`src/rtl/muldiv_seq_pkg.sv`:
```
// ============================================================================
// Module  : muldiv_seq_pkg
// Brief   : ALU_Control op codes and sequencer state encodings for muldiv_seq.
// Revision: 1.0 - initial release
// ============================================================================
`default_nettype none

package muldiv_seq_pkg;

   typedef logic [4:0] alu_op_t;

   localparam alu_op_t OP_ADD  = 5'd2;
   localparam alu_op_t OP_MUL  = 5'd12;
   localparam alu_op_t OP_MULU = 5'd13;
   localparam alu_op_t OP_DIV  = 5'd14;
   localparam alu_op_t OP_DIVU = 5'd15;

   localparam logic [1:0] MD_IDLE = 2'd0;
   localparam logic [1:0] MD_RUN  = 2'd1;
   localparam logic [1:0] MD_FIX  = 2'd2;
   localparam logic [1:0] MD_DONE = 2'd3;

   function automatic logic is_muldiv_op(input alu_op_t op);
      return (op == OP_MUL) || (op == OP_MULU) || (op == OP_DIV) || (op == OP_DIVU);
   endfunction

endpackage

`default_nettype wire

```
`src/rtl/muldiv_seq_if.sv`:
```
// ============================================================================
// Module  : muldiv_seq_if
// Brief   : Request/result bundle between the control unit and muldiv_seq.
// Revision: 1.0 - initial release
// ============================================================================
`default_nettype none

interface muldiv_seq_if
   import muldiv_seq_pkg::*;
#(
   parameter int WIDTH = 32
) ();

   logic             start;
   alu_op_t          op;
   logic [WIDTH-1:0] src_a;
   logic [WIDTH-1:0] src_b;
   logic             cancel;
   logic             busy;
   logic             done;
   logic             div_zero;
   logic [WIDTH-1:0] hi;
   logic [WIDTH-1:0] lo;

   modport master (
      output start, op, src_a, src_b, cancel,
      input  busy, done, div_zero, hi, lo
   );

   modport slave (
      input  start, op, src_a, src_b, cancel,
      output busy, done, div_zero, hi, lo
   );

endinterface

`default_nettype wire

```
`src/rtl/muldiv_seq_step.sv`:
```
// ============================================================================
// Module  : muldiv_seq_step
// Brief   : One iteration of shift-add multiply or restoring divide on {hi,lo} acc.
// Revision: 1.0 - initial release
// ============================================================================
`default_nettype none

module muldiv_seq_step #(
   parameter int WIDTH = 32
) (
   input  wire logic                 i_is_div,
   input  wire logic [2*WIDTH-1:0]   i_acc,
   input  wire logic [WIDTH-1:0]     i_opnd,
   output logic      [2*WIDTH-1:0]   o_acc
);

   logic [WIDTH:0] w_sum;
   logic [WIDTH:0] w_shift;
   logic [WIDTH:0] w_diff;

   assign w_sum   = {1'b0, i_acc[2*WIDTH-1:WIDTH]} + (i_acc[0] ? {1'b0, i_opnd} : '0);
   assign w_shift = i_acc[2*WIDTH-1:WIDTH-1];
   assign w_diff  = w_shift - {1'b0, i_opnd};

   // Divide: upper half is the partial remainder, lower half shifts dividend out / quotient in.
   assign o_acc = i_is_div
                ? (w_diff[WIDTH] ? {w_shift[WIDTH-1:0], i_acc[WIDTH-2:0], 1'b0}
                                 : {w_diff[WIDTH-1:0],  i_acc[WIDTH-2:0], 1'b1})
                : {w_sum, i_acc[WIDTH-1:1]};

endmodule

`default_nettype wire

```
`src/rtl/muldiv_seq.sv`:
```
// ============================================================================
// Module  : muldiv_seq
// Brief   : Multi-cycle MULT/MULTU/DIV/DIVU sequencer owning the HI/LO pair.
// Revision: 1.0 - initial release
// ============================================================================
`default_nettype none

module muldiv_seq
   import muldiv_seq_pkg::*;
#(
   parameter int WIDTH = 32
) (
   input  wire logic   clk,
   input  wire logic   reset_n,
   muldiv_seq_if.slave bus
);

   localparam int                CNT_W  = $clog2(WIDTH);
   localparam logic [CNT_W-1:0]  C_LAST = CNT_W'(WIDTH - 1);

   logic [1:0]           r_state;
   logic [CNT_W-1:0]     r_cnt;
   logic [2*WIDTH-1:0]   r_acc;
   logic [WIDTH-1:0]     r_opnd;
   logic                 r_is_div;
   logic                 r_sign_a;
   logic                 r_sign_b;
   logic                 r_dz;
   logic [WIDTH-1:0]     r_hi;
   logic [WIDTH-1:0]     r_lo;

   logic                 w_accept;
   logic                 w_is_div;
   logic                 w_signed;
   logic                 w_sign_a;
   logic                 w_sign_b;
   logic [WIDTH-1:0]     w_mag_a;
   logic [WIDTH-1:0]     w_mag_b;
   logic [2*WIDTH-1:0]   w_acc_next;
   logic                 w_neg_q;
   logic                 w_dz;
   logic [2*WIDTH-1:0]   w_prod;
   logic [WIDTH-1:0]     w_quot;
   logic [WIDTH-1:0]     w_rem;
   logic [WIDTH-1:0]     w_fix_hi;
   logic [WIDTH-1:0]     w_fix_lo;

   assign w_accept = bus.start && !bus.cancel && (r_state == MD_IDLE) && is_muldiv_op(bus.op);
   assign w_is_div = (bus.op == OP_DIV) || (bus.op == OP_DIVU);
   assign w_signed = (bus.op == OP_MUL) || (bus.op == OP_DIV);
   assign w_sign_a = w_signed && bus.src_a[WIDTH-1];
   assign w_sign_b = w_signed && bus.src_b[WIDTH-1];
   assign w_mag_a  = w_sign_a ? -bus.src_a : bus.src_a;
   assign w_mag_b  = w_sign_b ? -bus.src_b : bus.src_b;

   muldiv_seq_step #(
      .WIDTH (WIDTH)
   ) u_step (
      .i_is_div (r_is_div),
      .i_acc    (r_acc),
      .i_opnd   (r_opnd),
      .o_acc    (w_acc_next)
   );

   // A zero divisor leaves the untouched dividend magnitude in the remainder,
   // so the normal remainder sign fix already yields the original src_a for HI.
   assign w_neg_q  = r_sign_a ^ r_sign_b;
   assign w_dz     = r_is_div && (r_opnd == '0);
   assign w_prod   = w_neg_q ? -r_acc : r_acc;
   assign w_quot   = w_neg_q ? -r_acc[WIDTH-1:0] : r_acc[WIDTH-1:0];
   assign w_rem    = r_sign_a ? -r_acc[2*WIDTH-1:WIDTH] : r_acc[2*WIDTH-1:WIDTH];
   assign w_fix_hi = r_is_div ? w_rem : w_prod[2*WIDTH-1:WIDTH];
   assign w_fix_lo = r_is_div ? (w_dz ? '1 : w_quot) : w_prod[WIDTH-1:0];

   always_ff @(posedge clk or negedge reset_n) begin
      if (!reset_n) begin
         r_state  <= MD_IDLE;
         r_cnt    <= '0;
         r_acc    <= '0;
         r_opnd   <= '0;
         r_is_div <= 1'b0;
         r_sign_a <= 1'b0;
         r_sign_b <= 1'b0;
         r_dz     <= 1'b0;
         r_hi     <= '0;
         r_lo     <= '0;
      end else begin
         case (r_state)
            MD_IDLE: begin
               if (w_accept) begin
                  r_state  <= MD_RUN;
                  r_cnt    <= '0;
                  r_is_div <= w_is_div;
                  r_sign_a <= w_sign_a;
                  r_sign_b <= w_sign_b;
                  r_opnd   <= w_is_div ? w_mag_b : w_mag_a;
                  r_acc    <= {{WIDTH{1'b0}}, (w_is_div ? w_mag_a : w_mag_b)};
               end
            end
            MD_RUN: begin
               if (bus.cancel) begin
                  r_state <= MD_IDLE;
               end else begin
                  r_acc <= w_acc_next;
                  r_cnt <= r_cnt + 1'b1;
                  if (r_cnt == C_LAST) begin
                     r_state <= MD_FIX;
                  end
               end
            end
            MD_FIX: begin
               if (bus.cancel) begin
                  r_state <= MD_IDLE;
               end else begin
                  r_hi    <= w_fix_hi;
                  r_lo    <= w_fix_lo;
                  r_dz    <= w_dz;
                  r_state <= MD_DONE;
               end
            end
            MD_DONE: begin
               r_dz    <= 1'b0;
               r_state <= MD_IDLE;
            end
            default: begin
               r_state <= MD_IDLE;
            end
         endcase
      end
   end

   assign bus.busy     = (r_state != MD_IDLE);
   assign bus.done     = (r_state == MD_DONE);
   assign bus.div_zero = (r_state == MD_DONE) && r_dz;
   assign bus.hi       = r_hi;
   assign bus.lo       = r_lo;

endmodule

`default_nettype wire

```
`src/flat_wrapper.sv`:
```
// flat-port wrapper written by rule: the top's interface ports become plain ports
module muldiv_seq_flat import muldiv_seq_pkg::*;
#(
   parameter int WIDTH = 32
)
  (clk, reset_n, bus_start, bus_op, bus_src_a, bus_src_b, bus_cancel, bus_busy, bus_done, bus_div_zero, bus_hi, bus_lo);
  muldiv_seq_if #(.WIDTH(WIDTH)) bus_i ();
  input  wire logic clk;
  input  wire logic reset_n;
  input wire logic [$bits(bus_i.start)-1:0] bus_start;
  input wire logic [$bits(bus_i.op)-1:0] bus_op;
  input wire logic [$bits(bus_i.src_a)-1:0] bus_src_a;
  input wire logic [$bits(bus_i.src_b)-1:0] bus_src_b;
  input wire logic [$bits(bus_i.cancel)-1:0] bus_cancel;
  output wire logic [$bits(bus_i.busy)-1:0] bus_busy;
  output wire logic [$bits(bus_i.done)-1:0] bus_done;
  output wire logic [$bits(bus_i.div_zero)-1:0] bus_div_zero;
  output wire logic [$bits(bus_i.hi)-1:0] bus_hi;
  output wire logic [$bits(bus_i.lo)-1:0] bus_lo;
  assign bus_i.start = bus_start;
  assign bus_i.op = bus_op;
  assign bus_i.src_a = bus_src_a;
  assign bus_i.src_b = bus_src_b;
  assign bus_i.cancel = bus_cancel;
  assign bus_busy = bus_i.busy;
  assign bus_done = bus_i.done;
  assign bus_div_zero = bus_i.div_zero;
  assign bus_hi = bus_i.hi;
  assign bus_lo = bus_i.lo;
  muldiv_seq #(.WIDTH(WIDTH)) u_core (.clk(clk), .reset_n(reset_n), .bus(bus_i));
endmodule
```
`config.mk`:
```
export PLATFORM = sky130hd
export DESIGN_NAME = muldiv_seq_flat
export DESIGN_NICKNAME = d
export VERILOG_FILES = /design/src/rtl/muldiv_seq_pkg.sv /design/src/rtl/muldiv_seq_if.sv /design/src/rtl/muldiv_seq_step.sv /design/src/rtl/muldiv_seq.sv /design/src/flat_wrapper.sv
export SDC_FILE = /design/constraint.sdc
export NUM_CORES = 1
export LEC_CHECK = 0
export CAP_MARGIN = 15
export CORE_UTILIZATION = 59
export DETAILED_ROUTE_END_ITERATION = 16
export PLACE_DENSITY = 0.93
export SYNTH_ARGS = -nofsm -noshare
export SYNTH_HDL_FRONTEND = slang
export SYNTH_SLANG_ARGS = --single-unit
```
`constraint.sdc`:
```
create_clock -name clk -period 3.95 [get_ports clk]
set_clock_uncertainty 0.15 [all_clocks]
set_input_delay 0.79 -clock clk [delete_from_list [all_inputs] [get_ports clk]]
set_output_delay 0.79 -clock clk [all_outputs]
set_load 0.1 [all_outputs]
```
== After elaboration in Yosys (flattened, before gate mapping) ==
Index checks and enable logic that the tools add are counted.

* Bits in registers: 171
* Input bits: 73
* Output and inout port bits: 67
* Logic and storage cells: 81

* $add $sub $neg: 8
* Equal/unequal tests: 12
* Mux-type cells: 26
* Bitwise operators: 2
* Reduce and logical (&&, ||, !) cells: 23

{| class="wikitable"
|+ Operators with widths
! cell !! count
|-
| two-way mux 32 bit || 10
|-
| two-way mux 64 bit || 5
|-
| negation 32 bit || 4
|-
| case mux 64 bit (2 select lines) || 1
|-
| negation 64 bit || 1
|-
| adder 32 x 33 -> 33 bit || 1
|-
| subtractor 33 x 32 -> 33 bit || 1
|-
| zero test 32 bit || 1
|-
| equality test 5 x 4 -> 1 bit (second input constant) || 4
|-
| two-way mux 5 bit || 2
|-
| case mux 5 bit (2 select lines) || 1
|-
| two-way mux 2 bit || 4
|-
| case mux 2 bit (4 select lines) || 1
|-
| AND reduction 2 bit || 4
|-
| logical AND 1 bit || 7
|-
| nonzero test 2 bit || 3
|-
| adder 5 x 1 -> 5 bit (second input constant) || 1
|-
| equality test 5 bit (second input constant) || 1
|-
| logical OR 1 bit || 5
|-
| equality test 2 bit (second input constant) || 2
|-
| != test 2 bit (second input constant) || 2
|-
| != test 3 x 2 -> 1 bit (second input constant) || 1
|-
| AND reduction 3 bit || 1
|-
| equality test 2 x 1 -> 1 bit (second input constant) || 1
|-
| 7 further kinds || 7
|}

== Logic depth before layout (Yosys ltp) ==
Gate-level depths: netlist of the first run.

* Depth in word-level cells: 7
* Depth in mapped cells: 15
* Mapped depth without buffers: 14

== By module ==
Synthesis of the first run repeated with hierarchy kept, for this count alone.

* Cell total of the unflattened synthesis: 1,855
* Area total of the unflattened synthesis: 14,974.4 um^2

{| class="wikitable"
|+ By module, submodules not included
! module !! times used !! cells an instance !! area each (um^2) !! seq. area each (um^2)
|-
| muldiv_seq || 1 || 1,192 || 10,383.7 || 4,279.1
|-
| muldiv_seq_step || 1 || 663 || 4,590.7 || 0.0
|}

== Least setup slack after synthesis of the first run ==
Ideal clock, no wire load.

* Path type: flip-flop to flip-flop
* Start point: register u_core.r_acc[31]
* End point: register u_core.r_acc[38]
* Library setup time: 0.120 ns
* Arrival: 3.142 ns
* Data required time: 3.680 ns
* Slack: 0.538 ns
* Cell stages (with the launch flop): 15
* Buffers on the path: 1
* Period minus slack after synthesis: 3.412 ns
* Cells stage by stage: dfrtp_1 > inv_1 > ha_1 > fa_1 > nor2b_1 > o31a_1 > o41ai_1 > o21ai_2 > nor3_1 > o41ai_4 > xor2_2 > buf_2 > mux2i_1 > a21oi_1 > a31o_2

* Cells in the longest elaborated chain, start to end: 5

{| class="wikitable"
|+ Ends and longest elaborated chain
! element !! line !! text
|-
| start, declared || muldiv_seq.sv:23 || <nowiki>logic [2*WIDTH-1:0] r_acc;</nowiki>
|-
| start signal, assigned || muldiv_seq.sv:97 || <nowiki>r_acc <= {{WIDTH{1'b0}}, (w_is_div ? w_mag_a : w_mag_b)};</nowiki>
|-
| start signal, assigned || muldiv_seq.sv:104 || <nowiki>r_acc <= w_acc_next;</nowiki>
|-
| subtractor 33 x 32 -> 33 bit || muldiv_seq_step.sv:23 || <nowiki>assign w_diff = w_shift - {1'b0, i_opnd};</nowiki>
|-
| two-way mux 64 bit (2 in a row) || muldiv_seq_step.sv:27 || <nowiki>? (w_diff[WIDTH] ? {w_shift[WIDTH-1:0], i_acc[WIDTH-2:0], 1'b0}</nowiki>
|-
| two-way mux 64 bit || muldiv_seq.sv:101 || <nowiki>if (bus.cancel) begin</nowiki>
|-
| case mux 64 bit (2 select lines) || muldiv_seq.sv:88 || <nowiki>case (r_state)</nowiki>
|}

No other way between the ends. The select of a mux whose other input is x is not followed.
A chain may end at the register's enable or synchronous reset.

== Final worst setup path of the first run ==
* Start point: register u_core.r_opnd[0]
* End point: register u_core.r_acc[38]

* Cells in the longest elaborated chain, start to end: 5
* Elaborated cells between the ends (all ways): 7
* Those cells by class: add/sub: 2; mux: 5

{| class="wikitable"
|+ Ends and longest elaborated chain
! element !! line !! text
|-
| start, declared || muldiv_seq.sv:24 || <nowiki>logic [WIDTH-1:0] r_opnd;</nowiki>
|-
| start signal, assigned || muldiv_seq.sv:96 || <nowiki>r_opnd <= w_is_div ? w_mag_b : w_mag_a;</nowiki>
|-
| two-way mux 32 bit / subtractor 33 x 32 -> 33 bit (equally long branches) || muldiv_seq_step.sv:21, muldiv_seq_step.sv:23 ||
|-
| adder 32 x 33 -> 33 bit / two-way mux 64 bit (equally long branches) || muldiv_seq_step.sv:21, muldiv_seq_step.sv:27 ||
|-
| two-way mux 64 bit * || muldiv_seq_step.sv:27 ||
|-
| two-way mux 64 bit * || muldiv_seq.sv:101 ||
|-
| case mux 64 bit (2 select lines) * || muldiv_seq.sv:88 ||
|}

Every way passes the cells marked *; elsewhere a longest branch is shown, timed or not. The select of a mux whose other input is x is not followed.

==> flow_summary.json, run 1 <==
{
  "finalMaxSlewViolations": 0,
  "io_buffers": 139,
  "yosys_warnings": 0,
  "yosysSeqAreaShare_pct": 29.8,
  "status": "finished clean",
  "initial_core_util_pct": 60.6,
  "fin_crit_ps": 3810,
  "crit_family": "compound AO/OA/AOI/OAI gates",
  "pwr-share-seq_pct": 23.1,
  "overflow": 0,
  "crit_path_max_fanout": 7,
  "htree_levels": 4,
  "routabilityCongestion": 0.989,
  "numCtsBuffers": 17,
  "slowest_delay_ps": 510,
  "clockRootBuffer": "clkbuf_16",
  "synthToLayoutAreaGrowth_pct": 21.7,
  "ys_ff_latch": 171,
  "rsz0062_at_grt": "no",
  "powerDensity_mw_per_mm2": 659,
  "synth_edf_count": 0,
  "final_nets": 2152,
  "synth.top_cells.by_count": "219 x nor2_1, 199 x a21oi_1, 171 x dfrtp_1, 171 x nand2_1, 159 x o21ai_0",
  "fp.coreArea_mm2": 0.0237,
  "setup_tns_ps": 0,
  "r2r_slack_ps": 140,
  "clk_pin_slew_ps": 90,
  "die_w_um": 158,
  "setup-violations-final": 0,
  "switchingPower_mw": 5.70,
  "antenna_found_initial": 1,
  "synthDominantCellAreaShare_pct": 29.8,
  "ys_async_sr_fraction_pct": 100,
  "drt_pre_antenna_iters": 7,
  "wl_per_cell_um": 21.3,
  "fill_cells": 1788,
  "ir_worst_vdd_mv": 0.344,
  "hold_class": "input pin to async pin",
  "synth.most_common_cell": "nor2_1",
  "drive_gt1_share_pct": 10.8,
  "end_kind": "register",
  "crit_top_cell": "buf_4",
  "clk_latency_ps": 450,
  "whs_ps": 218,
  "r2r_start": "u_core.r_opnd[0]",
  "crit_path_end": "u_core.r_acc[38]",
  "relSlewSlack_pct": 30.8,
  "ant_nets": 0,
  "drt_iter0_drc": 1935,
  "cp_cell_sequence": "ha_1, fa_1, nor2b_1, o31a_1, o41ai_1, buf_4, o21ai_2, nor3_1, o41ai_4, xor2_4, buf_4, mux2i_1, a21oi_1, a31o_2",
  "synth.avg_cell_area_um2": 7.92,
  "cp.depth": 14,
  "switching_share_pct": 49.5,
  "final_cells": 2339,
  "place_inst": 2303,
  "synth_top_cell_by_area": "dfrtp_1",
  "reg2regPathDepth": 14,
  "ys.flop_type": "dfrtp_1",
  "maxCapViolations": 0,
  "synth_area_leaders": "dfrtp_1 30%, a21oi_1 6.9%, ha_1 6.1%, nor2_1 5.7%, xnor2_1 5.6%",
  "vias": 15347,
  "worst_ep_arrival_time_ps": 3990,
  "p_leak_nw": 7.67,
  "rows": 56,
  "max_clock_freq_mhz": 263,
  "combPwrFrac_pct": 61.1,
  "ys_types": 84,
  "power_frac_clock_pct": 15.7,
  "tightest_slew_ps": 1040,
  "grt_pass1_wl_um": 77000,
  "start_kind": "register",
  "cp-startpoint": "u_core.r_opnd[0]",
  "fin_ws_ps": 143,
  "cts_tree": "yes",
  "grt_pass1_vias": 14323,
  "netlist_area_mm2": 0.0144,
  "worst_path_max_delay_cell": "o41ai_4",
  "cts_buffer_depth": 2,
  "drt-total-wl_um": 49800,
  "io_pins": 140,
  "die_height_um": 158,
  "layout_worst_path_cycle_share_pct": 96.4,
  "post-route-drc-count": 0,
  "crit_required_ps": 4130,
  "hpwl_um": 37800,
  "dieArea_mm2": 0.0250,
  "final_core_util_pct": 73.8,
  "critical_path_class": "register to register",
  "syn_inst": 1812,
  "antenna_cells": 0,
  "critPathBufInv": 2,
  "grt_max_degree": 72,
  "rr_endpoint": "u_core.r_acc[38]",
  "p_int_mw": 5.82,
  "cts_sinks": 171,
  "hold_viol": 0,
  "synthesis.nets": 1957,
  "grt.total_usage_pct": 40.2,
  "dp_slack_ps": -63.8,
  "viasPerCell": 6.56
}
==> power by group through the flow <==
stage / Sequential (mW) / Combinational [mW] / Clock (mW)
6_report: 2.66 / 7.04 / 1.81
3_5_place_dp: 2.65 / 6.71 / 0
3_3_place_gp: 2.63 / 6.57 / 0
2_1_floorplan: 3.03 / 4.25 / 0
5_1_grt: 2.68 / 7.58 / 1.88
4_1_cts: 2.62 / 6.78 / 1.80
==> cell families (layout without fill, tap and decap cells) <==
kind of cell | after synthesis | count (layout) | share of synthesized area, %
AOI/OAI and AO/OA | 580 | 580 | 25.1
xor gates and xnor gates | 175 | 175 | 10.8
adders and majority gates | 72 | 72 | 6.38
buffers and inverters | 165 | 373 | 4.46
DFF | 171 | 171 | 29.8
muxes | 52 | 52 | 3.64
and+or+nand+nor | 597 | 597 | 19.8
==> sequential cells by signal, summed over array words and instances, names as in the netlist <==
name / cells
u_core.bus.hi: 32
u_core.r_sign_a: 1
u_core.r_opnd: 32
u_core.r_cnt: 5
u_core.r_sign_b: 1
u_core.bus.lo: 32
u_core.r_is_div: 1
u_core.r_state: 2
u_core.r_acc: 64
u_core.r_dz: 1
==> routing by layer <==
metal	up-vias	global-route usage (%)	share of wire, %
met5	-	0	0.022
met4	2	15.4	3.8
met3	162	10.9	13
li1	6901	-	-
met2	1073	61.1	44
met1	7209	54.3	39
==> repair_timing <==
action,CTS,global route
gates resized for setup,0,5
setup buffers,0,4
hold buffers,0,0
setup endpoints to repair,0,6
==> final cells by class <==
class | count | area (um^2) | area share (%)
Multi-Input combinational cell | 1476 | 9480 | 54.2
Sequential cell | 171 | 4280 | 24.5
Timing Repair Buffer | 270 | 2410 | 13.8
Clock buffer | 17 | 425 | 2.43
Tap cell | 319 | 399 | 2.28
Inverter | 71 | 267 | 1.53
Clock inverter | 15 | 209 | 1.20
==> worst min-delay path by stage <==
stage                      startpoint           endpoint  slack [ps]  cells past startpoint
CTS                           reset_n   u_core.r_acc[50]         260                      1
finish                        reset_n   u_core.r_acc[50]         220                      1
global placement    u_core.bus.hi[23]  u_core.bus.hi[23]         310                      2
global route                  reset_n   u_core.r_acc[50]         270                      1
detailed placement   u_core.bus.hi[2]   u_core.bus.hi[2]         320                      2
floorplan           u_core.r_opnd[10]  u_core.r_opnd[10]         310                      2
==> worst register-to-register path, delay by kind of cell, from the launching register on <==
| family | cells | cell delay, ps |
|---|---|---|
| xor gates and xnor gates | 1 | 330 |
| DFF | 1 | 400 |
| and+or+nand+nor | 2 | 300 |
| adders and majority gates | 2 | 670 |
| buffers and inverters | 2 | 320 |
| AOI/OAI and AO/OA | 6 | 1330 |
| muxes | 1 | 200 |
==> per-stage QoR <==
stage / power, mW / cell area (um^2)
CTS: 11.2 / 17400
global route: 12.1 / 17500
detailed placement: 9.36 / 16800
global placement: 9.21 / 16800
finish: 11.5 / 17500
floorplan: 7.28 / 14400
==> cell usage in the layout (no fill, tap or decap), types with 24 or more instances in the layout <==
cell             Yosys  routed
nor3_1              46      46
xnor2_1             92      92
nand2_1            171     171
a22oi_1             24      24
a21oi_1            199     196
clkdlybuf4s50_1      0     138
ha_1                70      70
a21o_1              34      34
mux2i_1             50      50
o21ai_0            159     159
dfrtp_1            171     170
inv_1               71      71
nand3_1             24      24
xor2_1              81      81
nor2_1             219     217
buf_4                0     128
(Power assumes the default switching activity.)
==> run 2: changes to the inputs <==
--- a/config.mk
+++ b/config.mk
@@ -9,6 +9,7 @@
 export CORE_UTILIZATION = 59
 export DETAILED_ROUTE_END_ITERATION = 16
 export PLACE_DENSITY = 0.93
+export SETUP_SLACK_MARGIN = 0.2
 export SYNTH_ARGS = -nofsm -noshare
 export SYNTH_HDL_FRONTEND = slang
 export SYNTH_SLANG_ARGS = --single-unit
==> run 2 against run 1 <==
  * Utilization up 0.23 points
  * Worst setup slack better by 110 ps
  * Die area unchanged
  * Highest routed layer unchanged
==> flow_summary.json, run 2 (synthesized netlist as in run 1, its figures left out) <==
{
  "io_pins": 140,
  "rsz0062_at_grt": "yes",
  "setup-violations-final": 0,
  "die_w_um": 158,
  "pwr-share-seq_pct": 23.1,
  "combPwrFrac_pct": 61.2,
  "overflow": 0,
  "worst_path_max_delay_cell": "fa_1",
  "wl_per_cell_um": 21.4,
  "maxCapViolations": 0,
  "critical_path_class": "register to register",
  "r2r_start": "u_core.r_opnd[0]",
  "drt_iter0_drc": 1934,
  "viasPerCell": 6.61,
  "start_kind": "register",
  "powerDensity_mw_per_mm2": 659,
  "status": "finished clean",
  "antenna_found_initial": 1,
  "mostFrequentLayoutCells": "216 x nor2_1, 196 x a21oi_1, 171 x nand2_1",
  "p_leak_nw": 7.69,
  "fp.coreArea_mm2": 0.0237,
  "placed_area_mm2": 0.0168,
  "max_clock_freq_mhz": 271,
  "clk_pin_slew_ps": 90,
  "grt.total_usage_pct": 40.2,
  "tightest_slew_ps": 1030,
  "cts_buffer_depth": 2,
  "drive_gt1_share_pct": 11.3,
  "ir_worst_vdd_mv": 0.408,
  "cp-startpoint": "u_core.r_opnd[0]",
  "drt_pre_antenna_iters": 12,
  "relSlewSlack_pct": 30.9,
  "place_inst": 2303,
  "grt_max_degree": 72,
  "hold_buffers": 0,
  "vias": 15465,
  "largest_reg_flops": 64,
  "synthToLayoutAreaGrowth_pct": 22.1,
  "initial_core_util_pct": 60.6,
  "cts_tree": "yes",
  "final_nets": 2151,
  "cp_cell_sequence": "buf_4, and2_4, ha_4, inv_1, fa_1, nand2b_1, a211oi_2, buf_4, o21a_2, o211ai_1, a21oi_2, nor3_2, o21ai_2, a41oi_2, nor3b_1, o41ai_1",
  "io_buffers": 139,
  "drt-total-wl_um": 50100,
  "routabilityCongestion": 0.989,
  "hold_viol": 0,
  "finalMaxSlewViolations": 0,
  "max_flop_register": "u_core.r_acc",
  "htree_levels": 4,
  "clockRootBuffer": "clkbuf_16",
  "crit_family": "compound AO/OA/AOI/OAI gates",
  "critPathBufInv": 3,
  "clk_latency_ps": 450,
  "hpwl_um": 37800,
  "end_kind": "register",
  "power_frac_clock_pct": 15.7,
  "grt_pass1_wl_um": 77000,
  "crit_required_ps": 4140,
  "die_height_um": 158,
  "grt_pass1_vias": 14291,
  "numCtsBuffers": 17,
  "fin_area_mm2": 0.0175,
  "final_common_cell": "nor2_1",
  "rows": 56,
  "ant_nets": 0,
  "post-route-drc-count": 0,
  "cts_sinks": 171,
  "hold_class": "input pin to async pin",
  "dieArea_mm2": 0.0250,
  "final_cells": 2339,
  "worst_ep_arrival_time_ps": 3890,
  "slowest_delay_ps": 400,
  "layout_worst_path_cycle_share_pct": 93.6,
  "switching_share_pct": 49.5,
  "crit_top_cell": "buf_4",
  "p_int_mw": 5.84,
  "switchingPower_mw": 5.72,
  "fin_crit_ps": 3700,
  "crit_path_max_fanout": 3
}
run 2: cell count changes in the layout (fill, tap and decap cells not counted), moves of 2 or more:
cell | previous run | this run
nor3_2 | 3 | 5
o21ai_0 | 159 | 157
buf_4 | 128 | 126
nor3_1 | 46 | 44
run 2: layout make-up:
class                           instances  area, um^2
Inverter                               71         267
Tap cell                              319         399
Timing Repair Buffer                  269        2420
Fill cell                            1779        6160
Multi-Input combinational cell       1476        9520
Clock buffer                           17         425
Antenna cell                            1        2.50
Sequential cell                       171        4280
Clock inverter                         15         209
run 2: through the flow:
step                      hold slack [ps]  setup TNS (ps)  power (mW)  util (%)  setup WS, ps
after floorplan                       306               0        7.28         -           538
after global placement                311               0        9.21      70.9          30.4
after detailed placement              320            -225        9.36      70.9         -63.8
after CTS                             255               0        11.3      73.7           218
after global routing                  269               0        12.2      74.0           142
final                                 225               0        11.6      74.0           253
run 2: repair_timing:
| action | in CTS | in global routing |
|---|---|---|
| gates resized for setup | 3 | 15 |
| endpoints found under the hold margin | 0 | 0 |
| pin swaps | 0 | 6 |
| endpoints found under the setup margin | 5 | 31 |
| buffers inserted | 1 | 2 |
run 2: power by group through the flow:
stage	Combinational [mW]	Clock (mW)	Sequential, mW
after floorplan	4.25	0	3.03
after global placement	6.57	0	2.63
after detailed placement	6.71	0	2.65
after CTS	6.85	1.80	2.62
after global routing	7.62	1.88	2.68
final	7.07	1.82	2.67
run 2: final timing paths:
| path | endpoint | slack, ps | cells after the start |
|---|---|---|---|
| min reg2reg | u_core.bus.hi[2] | 330 | 2 |
| min | u_core.r_acc[50] | 220 | 1 |
| max reg2reg | u_core.r_acc[61] | 250 | 16 |
| max | u_core.r_acc[61] | 250 | 16 |
| min in group clk | u_core.bus.hi[2] | 330 | 2 |
| max in group asynchronous | u_core.r_acc[0] | 2420 | 2 |
run 2: worst register-to-register path, delay by kind of cell, from the launching register on:
family	cells	cell delay, ps
buf+inv	3	350
compound gates	7	1540
flops	1	370
simple gates	4	640
fa+ha+maj	2	540
run 2: layer usage:
layer | wire, um | part of all wire (%) | vias to the layer above | global-route usage [%]
met5 | 11 | 0.022 | - | 0
met4 | 1900 | 3.8 | 2 | 15.4
met3 | 6700 | 13 | 176 | 10.7
met2 | 22000 | 44 | 1126 | 61.1
met1 | 19500 | 39 | 7261 | 54.4
li1 | - | - | 6900 | -
